--- src/rtl/jenc_quant_pkg.sv ---
// Shared types for the JPEG quantizer: chroma modes, per-mode MCU geometry,
// component-of-block decode and the arithmetic width adjustments.
package jenc_quant_pkg;

  typedef enum logic [1:0] {
    CM_420 = 2'd0,
    CM_422 = 2'd1,
    CM_444 = 2'd2
  } chroma_mode_t;

  localparam logic [1:0] COMP_Y  = 2'd0;
  localparam logic [1:0] COMP_CB = 2'd1;
  localparam logic [1:0] COMP_CR = 2'd2;

  localparam logic [2:0] BPM_420 = 3'd6;
  localparam logic [2:0] BPM_422 = 3'd4;
  localparam logic [2:0] BPM_444 = 3'd3;

  localparam logic [2:0] MCU_W_LOG2_420 = 3'd4;
  localparam logic [2:0] MCU_W_LOG2_422 = 3'd4;
  localparam logic [2:0] MCU_W_LOG2_444 = 3'd3;
  localparam logic [2:0] MCU_H_LOG2_420 = 3'd4;
  localparam logic [2:0] MCU_H_LOG2_422 = 3'd3;
  localparam logic [2:0] MCU_H_LOG2_444 = 3'd3;

  // Extra product bit so the zero-extended factor multiplies as a positive signed value
  localparam int PROD_GUARD_BITS = 1;
  // Factor is Q1.(M_BITS-1): shift by M_BITS-1, half-LSB is 2^(M_BITS-2)
  localparam int FRAC_ADJ = 1;
  localparam int HALF_ADJ = 2;

  function automatic chroma_mode_t decode_mode(input logic [1:0] m);
    return (m == 2'd3) ? CM_420 : chroma_mode_t'(m);
  endfunction

  function automatic logic [2:0] blocks_per_mcu(input chroma_mode_t m);
    case (m)
      CM_422:  return BPM_422;
      CM_444:  return BPM_444;
      default: return BPM_420;
    endcase
  endfunction

  function automatic logic [2:0] mcu_w_log2(input chroma_mode_t m);
    case (m)
      CM_422:  return MCU_W_LOG2_422;
      CM_444:  return MCU_W_LOG2_444;
      default: return MCU_W_LOG2_420;
    endcase
  endfunction

  function automatic logic [2:0] mcu_h_log2(input chroma_mode_t m);
    case (m)
      CM_422:  return MCU_H_LOG2_422;
      CM_444:  return MCU_H_LOG2_444;
      default: return MCU_H_LOG2_420;
    endcase
  endfunction

  // Cr is always the last block of an MCU, Cb the one before, the rest are Y
  function automatic logic [1:0] comp_of_block(input chroma_mode_t m, input logic [2:0] blk);
    logic [2:0] n;
    n = blocks_per_mcu(m);
    if (blk == n - 3'd1)      return COMP_CR;
    else if (blk == n - 3'd2) return COMP_CB;
    else                      return COMP_Y;
  endfunction

endpackage

--- src/rtl/jenc_quant_tables.sv ---
// Luma/chroma quantizer factor store, banked by lane so each beat reads LANES
// consecutive zigzag entries in one registered access; writes go to one entry.
module jenc_quant_tables #(
  parameter  int M_BITS = 13,
  parameter  int LANES  = 2,
  localparam int BW     = $clog2(64 / LANES)
) (
  input  logic                      clk,
  input  logic                      i_we,
  input  logic                      i_sel,
  input  logic [5:0]                i_waddr,
  input  logic [M_BITS-1:0]         i_wd,
  input  logic                      i_re,
  input  logic                      i_rsel,
  input  logic [BW-1:0]             i_rbeat,
  output logic [LANES*M_BITS-1:0]   o_rd
);

  localparam int LB    = $clog2(LANES);
  localparam int DEPTH = 128 / LANES;
  localparam int IW    = 7 - LB;

  logic [6:0]    w_wfull;
  logic [IW-1:0] w_widx;
  logic [IW-1:0] w_ridx;

  assign w_wfull = {i_sel, i_waddr};
  assign w_widx  = w_wfull[6:LB];
  assign w_ridx  = {i_rsel, i_rbeat};

  for (genvar gi = 0; gi < LANES; gi++) begin : g_bank
    logic [M_BITS-1:0] r_mem [DEPTH];
    logic [M_BITS-1:0] r_rd;
    logic              w_bank_we;

    if (LANES == 1) begin : g_one
      assign w_bank_we = i_we;
    end else begin : g_many
      assign w_bank_we = i_we && (w_wfull[LB-1:0] == LB'(gi));
    end

    // Same-entry read/write in one cycle returns the old value
    always_ff @(posedge clk) begin
      if (w_bank_we) r_mem[w_widx] <= i_wd;
      if (i_re)      r_rd <= r_mem[w_ridx];
    end

    assign o_rd[gi*M_BITS +: M_BITS] = r_rd;
  end

endmodule

--- src/rtl/jenc_quant_mc.sv ---
// JPEG quantizer: LANES coefficients per beat times a reciprocal table factor,
// rescaled and saturated, tagged with beat/component/last-MCU. Define
// JENC_QUANT_ROUND_EN for round-half-away-from-zero instead of floor.
module jenc_quant_mc
  import jenc_quant_pkg::*;
#(
  parameter  int DW            = 15,
  parameter  int QW            = 11,
  parameter  int M_BITS        = 13,
  parameter  int LANES         = 2,
  parameter  int MULT_PIPE     = 4,
  parameter  int SENSOR_X_SIZE = 1280,
  parameter  int SENSOR_Y_SIZE = 720,
  localparam int BEATS         = 64 / LANES,
  localparam int CW            = $clog2(BEATS),
  localparam int XW            = $clog2(SENSOR_X_SIZE),
  localparam int YW            = $clog2(SENSOR_Y_SIZE)
) (
  input  logic                  clk,
  input  logic                  reset,
  input  logic [LANES*DW-1:0]   di,
  input  logic                  di_valid,
  output logic                  di_hold,
  output logic [LANES*QW-1:0]   q,
  output logic                  q_valid,
  input  logic                  q_hold,
  output logic [CW-1:0]         q_cnt,
  output logic [1:0]            q_chroma,
  output logic                  q_last_mcu,
  input  logic [1:0]            mode,
  input  logic [XW-1:0]         x_size_m1,
  input  logic [YW-1:0]         y_size_m1,
  input  logic                  tbl_we,
  input  logic                  tbl_sel,
  input  logic [5:0]            tbl_addr,
  input  logic [M_BITS-1:0]     tbl_wd
);

  localparam int PW    = DW + M_BITS + PROD_GUARD_BITS;
  localparam int SHIFT = M_BITS - FRAC_ADJ;
  localparam logic signed [PW-1:0] QMAX = PW'((1 << (QW - 1)) - 1);
  localparam logic signed [PW-1:0] QMIN = ~QMAX;

  logic w_en;
  logic w_accept;

  assign w_en     = !q_hold;
  assign w_accept = di_valid && !q_hold;
  assign di_hold  = q_hold;

  // Position counters and the per-frame configuration shadow
  logic [CW-1:0]  r_beat;
  logic [2:0]     r_blk;
  logic [XW-1:0]  r_xmcu;
  logic [YW-1:0]  r_ymcu;
  chroma_mode_t   r_mode;
  logic [XW-1:0]  r_xm1;
  logic [YW-1:0]  r_ym1;

  logic           w_frame_start;
  chroma_mode_t   w_mode;
  logic [XW-1:0]  w_xm1;
  logic [YW-1:0]  w_ym1;
  logic [2:0]     w_bpm;
  logic [XW-1:0]  w_xlim;
  logic [YW-1:0]  w_ylim;
  logic           w_last_beat;
  logic           w_last_blk;
  logic           w_last_x;
  logic           w_last_y;
  logic [1:0]     w_comp;
  logic           w_last_mcu;

  // At frame start the shadow is not yet loaded, so the live inputs govern that beat
  assign w_frame_start = (r_beat == '0) && (r_blk == '0) && (r_xmcu == '0) && (r_ymcu == '0);
  assign w_mode        = w_frame_start ? decode_mode(mode) : r_mode;
  assign w_xm1         = w_frame_start ? x_size_m1 : r_xm1;
  assign w_ym1         = w_frame_start ? y_size_m1 : r_ym1;
  assign w_bpm         = blocks_per_mcu(w_mode);
  assign w_xlim        = w_xm1 >> mcu_w_log2(w_mode);
  assign w_ylim        = w_ym1 >> mcu_h_log2(w_mode);
  assign w_last_beat   = (r_beat == CW'(BEATS - 1));
  assign w_last_blk    = (r_blk == w_bpm - 3'd1);
  assign w_last_x      = (r_xmcu == w_xlim);
  assign w_last_y      = (r_ymcu == w_ylim);
  assign w_comp        = comp_of_block(w_mode, r_blk);
  assign w_last_mcu    = w_last_x && w_last_y;

  always_ff @(posedge clk) begin
    if (reset) begin
      r_beat <= '0;
      r_blk  <= '0;
      r_xmcu <= '0;
      r_ymcu <= '0;
    end else if (w_accept) begin
      if (!w_last_beat) begin
        r_beat <= r_beat + CW'(1);
      end else begin
        r_beat <= '0;
        if (!w_last_blk) begin
          r_blk <= r_blk + 3'd1;
        end else begin
          r_blk <= '0;
          if (!w_last_x) begin
            r_xmcu <= r_xmcu + XW'(1);
          end else begin
            r_xmcu <= '0;
            r_ymcu <= w_last_y ? '0 : r_ymcu + YW'(1);
          end
        end
      end
    end
  end

  always_ff @(posedge clk) begin
    if (reset) begin
      r_mode <= CM_420;
      r_xm1  <= '0;
      r_ym1  <= '0;
    end else if (w_accept && w_frame_start) begin
      r_mode <= decode_mode(mode);
      r_xm1  <= x_size_m1;
      r_ym1  <= y_size_m1;
    end
  end

  // Input stage, aligned with the registered table read
  logic [LANES*DW-1:0]     r_di;
  logic                    r_v0;
  logic [CW-1:0]           r_cnt0;
  logic [1:0]              r_chroma0;
  logic                    r_last0;
  logic [LANES*M_BITS-1:0] w_factor;

  always_ff @(posedge clk) begin
    if (reset) begin
      r_di      <= '0;
      r_v0      <= 1'b0;
      r_cnt0    <= '0;
      r_chroma0 <= '0;
      r_last0   <= 1'b0;
    end else if (w_en) begin
      r_di      <= di;
      r_v0      <= di_valid;
      r_cnt0    <= r_beat;
      r_chroma0 <= w_comp;
      r_last0   <= w_last_mcu;
    end
  end

  jenc_quant_tables #(
    .M_BITS (M_BITS),
    .LANES  (LANES)
  ) u_tables (
    .clk     (clk),
    .i_we    (tbl_we),
    .i_sel   (tbl_sel),
    .i_waddr (tbl_addr),
    .i_wd    (tbl_wd),
    .i_re    (w_en),
    .i_rsel  (w_comp != COMP_Y),
    .i_rbeat (r_beat),
    .o_rd    (w_factor)
  );

  // Sideband pipeline matching the multiplier depth
  logic          r_mv      [MULT_PIPE];
  logic [CW-1:0] r_mcnt    [MULT_PIPE];
  logic [1:0]    r_mchroma [MULT_PIPE];
  logic          r_mlast   [MULT_PIPE];

  always_ff @(posedge clk) begin
    if (reset) begin
      for (int i = 0; i < MULT_PIPE; i++) begin
        r_mv[i]      <= 1'b0;
        r_mcnt[i]    <= '0;
        r_mchroma[i] <= '0;
        r_mlast[i]   <= 1'b0;
      end
    end else if (w_en) begin
      r_mv[0]      <= r_v0;
      r_mcnt[0]    <= r_cnt0;
      r_mchroma[0] <= r_chroma0;
      r_mlast[0]   <= r_last0;
      for (int i = 1; i < MULT_PIPE; i++) begin
        r_mv[i]      <= r_mv[i-1];
        r_mcnt[i]    <= r_mcnt[i-1];
        r_mchroma[i] <= r_mchroma[i-1];
        r_mlast[i]   <= r_mlast[i-1];
      end
    end
  end

  logic [LANES*QW-1:0] w_q_next;

  for (genvar gi = 0; gi < LANES; gi++) begin : g_lane
    logic signed [PW-1:0] w_a;
    logic signed [PW-1:0] w_b;
    logic signed [PW-1:0] w_prod;
    logic signed [PW-1:0] r_p [MULT_PIPE];
    logic signed [PW-1:0] w_r;

    assign w_a    = {{(PW-DW){r_di[gi*DW+DW-1]}}, r_di[gi*DW +: DW]};
    assign w_b    = {{(PW-M_BITS){1'b0}}, w_factor[gi*M_BITS +: M_BITS]};
    assign w_prod = w_a * w_b;

    // Trailing registers give the synthesizer room to retime the multiplier
    always_ff @(posedge clk) begin
      if (reset) begin
        for (int i = 0; i < MULT_PIPE; i++) r_p[i] <= '0;
      end else if (w_en) begin
        r_p[0] <= w_prod;
        for (int i = 1; i < MULT_PIPE; i++) r_p[i] <= r_p[i-1];
      end
    end

`ifdef JENC_QUANT_ROUND_EN
    logic          w_neg;
    logic [PW-1:0] w_mag;
    logic [PW-1:0] w_mag_r;

    assign w_neg   = r_p[MULT_PIPE-1][PW-1];
    assign w_mag   = w_neg ? -r_p[MULT_PIPE-1] : r_p[MULT_PIPE-1];
    assign w_mag_r = (w_mag + (PW'(1) << (M_BITS - HALF_ADJ))) >> SHIFT;
    assign w_r     = w_neg ? -$signed(w_mag_r) : $signed(w_mag_r);
`else
    assign w_r = r_p[MULT_PIPE-1] >>> SHIFT;
`endif

    assign w_q_next[gi*QW +: QW] = (w_r > QMAX) ? QMAX[QW-1:0] :
                                   (w_r < QMIN) ? QMIN[QW-1:0] : w_r[QW-1:0];
  end

  logic [LANES*QW-1:0] r_q;
  logic                r_qv;
  logic [CW-1:0]       r_qcnt;
  logic [1:0]          r_qchroma;
  logic                r_qlast;

  always_ff @(posedge clk) begin
    if (reset) begin
      r_q       <= '0;
      r_qv      <= 1'b0;
      r_qcnt    <= '0;
      r_qchroma <= '0;
      r_qlast   <= 1'b0;
    end else if (w_en) begin
      r_q       <= w_q_next;
      r_qv      <= r_mv[MULT_PIPE-1];
      r_qcnt    <= r_mcnt[MULT_PIPE-1];
      r_qchroma <= r_mchroma[MULT_PIPE-1];
      r_qlast   <= r_mlast[MULT_PIPE-1];
    end
  end

  assign q          = r_q;
  assign q_valid    = r_qv;
  assign q_cnt      = r_qcnt;
  assign q_chroma   = r_qchroma;
  assign q_last_mcu = r_qlast;

endmodule

--- config.mk ---
export PLATFORM = sky130hd
export DESIGN_NAME = jenc_quant_mc
export DESIGN_NICKNAME = d
export VERILOG_FILES = /design/src/rtl/jenc_quant_pkg.sv /design/src/rtl/jenc_quant_tables.sv /design/src/rtl/jenc_quant_mc.sv
export SDC_FILE = /design/constraint.sdc
export NUM_CORES = 2
export LEC_CHECK = 0
export CAP_MARGIN = 15
export CORE_ASPECT_RATIO = 0.8
export CORE_MARGIN = 4
export CORE_UTILIZATION = 36
export DETAILED_ROUTE_END_ITERATION = 6
export GPL_ROUTABILITY_DRIVEN = 0
export PLACE_DENSITY = 0.62
export SETUP_SLACK_MARGIN = 0.02
export SLEW_MARGIN = 20
export SYNTH_ARGS = -nofsm -noshare
export SYNTH_HDL_FRONTEND = slang
export SYNTH_SLANG_ARGS = --single-unit
--- constraint.sdc ---
create_clock -name clk -period 14.4 [get_ports clk]
set_input_delay 2.16 -clock clk [delete_from_list [all_inputs] [get_ports clk]]
set_output_delay 2.16 -clock clk [all_outputs]
set_load 0.01 [all_outputs]
==> metrics.md <==
| Metric | Value |
|---|---|
| TritonRoute pass-1 iters | `7` |
| Prevailing post-synth register cell | `edfxtp_1` |
| Slew of the pin with the lowest slew margin | `1.15 ns` |
| Synth Warn # | `0` |
| Nets | `5944` |
| Fin cells | `8810` |
| Worst path slowest cell | `edfxtp_1` |
| Cell Chain, Critical Path | `and2_1 -> fa_1 -> inv_1 -> fa_1 -> inv_1 -> fa_1 -> inv_1 -> fa_1 -> inv_1 -> fa_1 -> inv_1 -> fa_1 -> inv_1 -> ha_1 -> and3_1 -> a221oi_1 -> o211ai_1 -> a21oi_1 -> o21bai_1 -> a21oi_1 -> o21ai_0 -> and4_1 -> or3_1` |
| Status | `finished with violations` |
| Final Max Tran Viols | `0` |
| Final wirelength | `200 mm` |
| Syn Nets | `5779` |
| Setup TNS Final | `0 ns` |
| H-tree levels | `4` |
| Pre-CTS setup slack | `7.45 ns` |
| Clk_skew | `0.0937 ns` |
| Relative slew slack | `23.0%` |
| Crit Path Max Fanout | `15` |
| DR iter-0 viols | `4447` |
| Clock transition at path regs | `0.06 ns` |
| Worst setup margin | `7.52 ns` |
| P&R area growth vs syn | `12.7%` |
| Die span in x | `568 um` |
| Peak VDD IR | `0.0919 mV` |
| Post-synth ARST share | `0%` |
| CTS max path bufs | `4` |
| Post-route clock period utilization | `47.8%` |
| Worst min path class | `reg2reg` |
| # Post-CTS Setup Buffers | `0` |
| Layout cells sized above 1 | `19.0%` |
| PwrDens | `132 nW/um^2` |
| Worst-skew pair later-pin latency | `0.86 ns` |
| Clock period minus worst slack | `6.88 ns` |
| CTS Root Cell | `clkbuf_16` |
| Wl on met1 | `89.5 mm` |
| Area after DPL | `95700 sq um` |
| Highest Signal Layer | `met5` |
| Fillers | `22100` |
| Utilization of the core after routing | `40.8%` |
| Most common cell after layout, fill and taps aside | `edfxtp_1` |
| Area of the multi-input gates | `29500 sq um` |
| Synth Cell Area | `90400 sq um` |
| # rows | `164` |
| Arr. time, crit path | `7.46 ns` |
| Gr usage total | `15.4%` |
| Final hold violation count | `0` |
| Design area | `102000 sq um` |
| Placed Cells | `8454` |
| Avg Synthesized Cell Area | `17.5 sq um` |
| Critical Path RT | `14.98 ns` |
| #FFs+latches synth | `1978` |
| Setup violations, final | `0` |
| Peak Freq | `145 MHz` |
| Setup Crit Path Kind | `reg2reg` |
| # port buffers | `103` |
| Clock sinks | `1978` |
| CTS buffer count | `198` |
| Area enclosed by the die boundary | `259000 sq um` |
| Final ANT Viol Nets | `0` |
| Initial Utilization | `36.2%` |
| Routed length per instance | `22.6 um` |
| Critical path capture point type | `flip-flop` |
| Design Power | `13.4 mW` |
| Commonest non-fill, non-tap cells in the layout | `1862 x edfxtp_1, 551 x mux4_2, 493 x inv_1, 380 x fa_1, 342 x and2_1` |
| Failing checks | `design-rule violations` |
| Reg area | `58300 sq um` |
| Io pins | `110` |
| Leak | `34.8 nW` |
| Core Area | `250000 sq um` |
| EDFF count, synth | `1862` |
| Grt ovf | `0` |
| First-pass GRT wire length | `302 mm` |
| Hold-fix buffers, CTS | `0` |
| Met2 routed WL | `89.6 mm` |
| CP max stage delay | `0.60 ns` |
| Total number of vias | `44700` |
| MaxCap Viol Count | `0` |
| CTS tree | `yes` |
| Initial antenna violation count | `17` |
| Metal3 WL | `16.9 mm` |
| Vias in the first global route | `46100` |
| Final hold slack | `0.455 ns` |
| Residual DRC count | `1` |
| DIE HEIGHT | `456 um` |
| Synth cell types | `60` |
| Cells after Synth | `5170` |
| Via-per-instance ratio | `5.07` |
| DP HPWL | `125 mm` |
| Unrepaired setup endpoints after global routing | `no` |
| Startpoint Class | `flip-flop` |
| PostCTS Resize Cnt | `0` |
| Largest net degree at the start of global routing | `113` |
| Register area share after synthesis | `64.4%` |
routing by layer:
metal | track usage (%) | up-vias
li1 | - | 19500
met1 | 22.6 | 23500
met2 | 23.0 | 1345
met3 | 4.37 | 262
met4 | 2.83 | 6
met5 | 0 | -
power by group:
group          switching (mW)  internal [mW]  leakage [nW]
clock network            2.14           2.87          3.03
registers              0.0906           6.42          18.1
logic                    1.09          0.830          13.7
total                    3.32           10.1          34.8
path summary, 6_finish.rpt:
kind / end / slack (ns) / cells after the start / start
setup / recovery: g_lane[1].r_p[0][17]$_SDFFCE_PN0P_ / 7.52 / 23 / u_tables.g_bank[1].r_rd[2]$_DFFE_PN_
hold / removal: r_mode[1]$_SDFFE_PP0P_ / 0.46 / 2 / r_mode[1]$_SDFFE_PP0P_
setup reg to reg: g_lane[1].r_p[0][17]$_SDFFCE_PN0P_ / 7.52 / 23 / u_tables.g_bank[1].r_rd[2]$_DFFE_PN_
hold reg to reg: r_mode[1]$_SDFFE_PP0P_ / 0.46 / 2 / r_mode[1]$_SDFFE_PP0P_
synth_stat cells, types with 9 or more instances:
library cell | n | share of area [%]
edfxtp_1 | 1862 | 62
mux4_2 | 551 | 14
inv_1 | 495 | 2.1
fa_1 | 380 | 8.4
and2_1 | 342 | 2.4
nand2_1 | 303 | 1.3
nor2_1 | 267 | 1.1
clkbuf_1 | 195 | 0.81
ha_1 | 151 | 2.1
dfxtp_1 | 116 | 2.6
a21oi_1 | 66 | 0.37
xnor2_1 | 52 | 0.50
buf_1 | 49 | 0.20
mux2i_1 | 49 | 0.54
o21ai_0 | 41 | 0.23
nand3_1 | 27 | 0.15
nand2b_1 | 21 | 0.15
nand4_1 | 17 | 0.12
nor3_1 | 16 | 0.089
xor2_1 | 16 | 0.15
nor4_1 | 15 | 0.10
a21o_1 | 13 | 0.11
and3_1 | 13 | 0.090
nand3b_1 | 10 | 0.083
o21bai_1 | 9 | 0.075
or3_1 | 9 | 0.062
logic make-up (layout without fill, tap and decap cells):
| logic type | after synthesis | in the layout | synth area share, % |
|---|---|---|---|
| and+or+nand+nor | 1072 | 1072 | 5.87 |
| AOI/OAI and AO/OA | 169 | 169 | 1.14 |
| xor gates and xnor gates | 68 | 68 | 0.658 |
| adders and majority gates | 531 | 531 | 10.5 |
| DFF | 1978 | 1978 | 64.4 |
| buffers and inverters | 749 | 1066 | 3.14 |
| muxes | 603 | 603 | 14.3 |
| other | 0 | 3 | 0 |
final cells by class:
class | instances | share of cell area, %
sequential | 1978 | 57.1
multi-input combinational | 2443 | 29.0
clock buffer | 236 | 5.00
tap | 3320 | 4.07
timing repair buffer | 219 | 1.87
inverter | 495 | 1.83
clock inverter | 116 | 1.11
antenna | 3 | 0.00736
sequential cells by signal, indices dropped and copies added, names as in the netlist, 10 cells and up:
signal	count
q	22
r_ymcu	10
g_lane.r_p	136
r_xmcu	11
r_mcnt	20
u_tables.g_bank.r_mem	1664
r_di	30
u_tables.g_bank.r_rd	26
worst max-delay path: cells and delay by family (launching register included):
kind / cells / cell delay, ns
flops: 1 / 0.60
buf+inv: 6 / 0.29
simple gates: 4 / 1.09
fa+ha+maj: 7 / 3.25
compound gates: 6 / 1.39
Power figures use the tool's default switching activity.
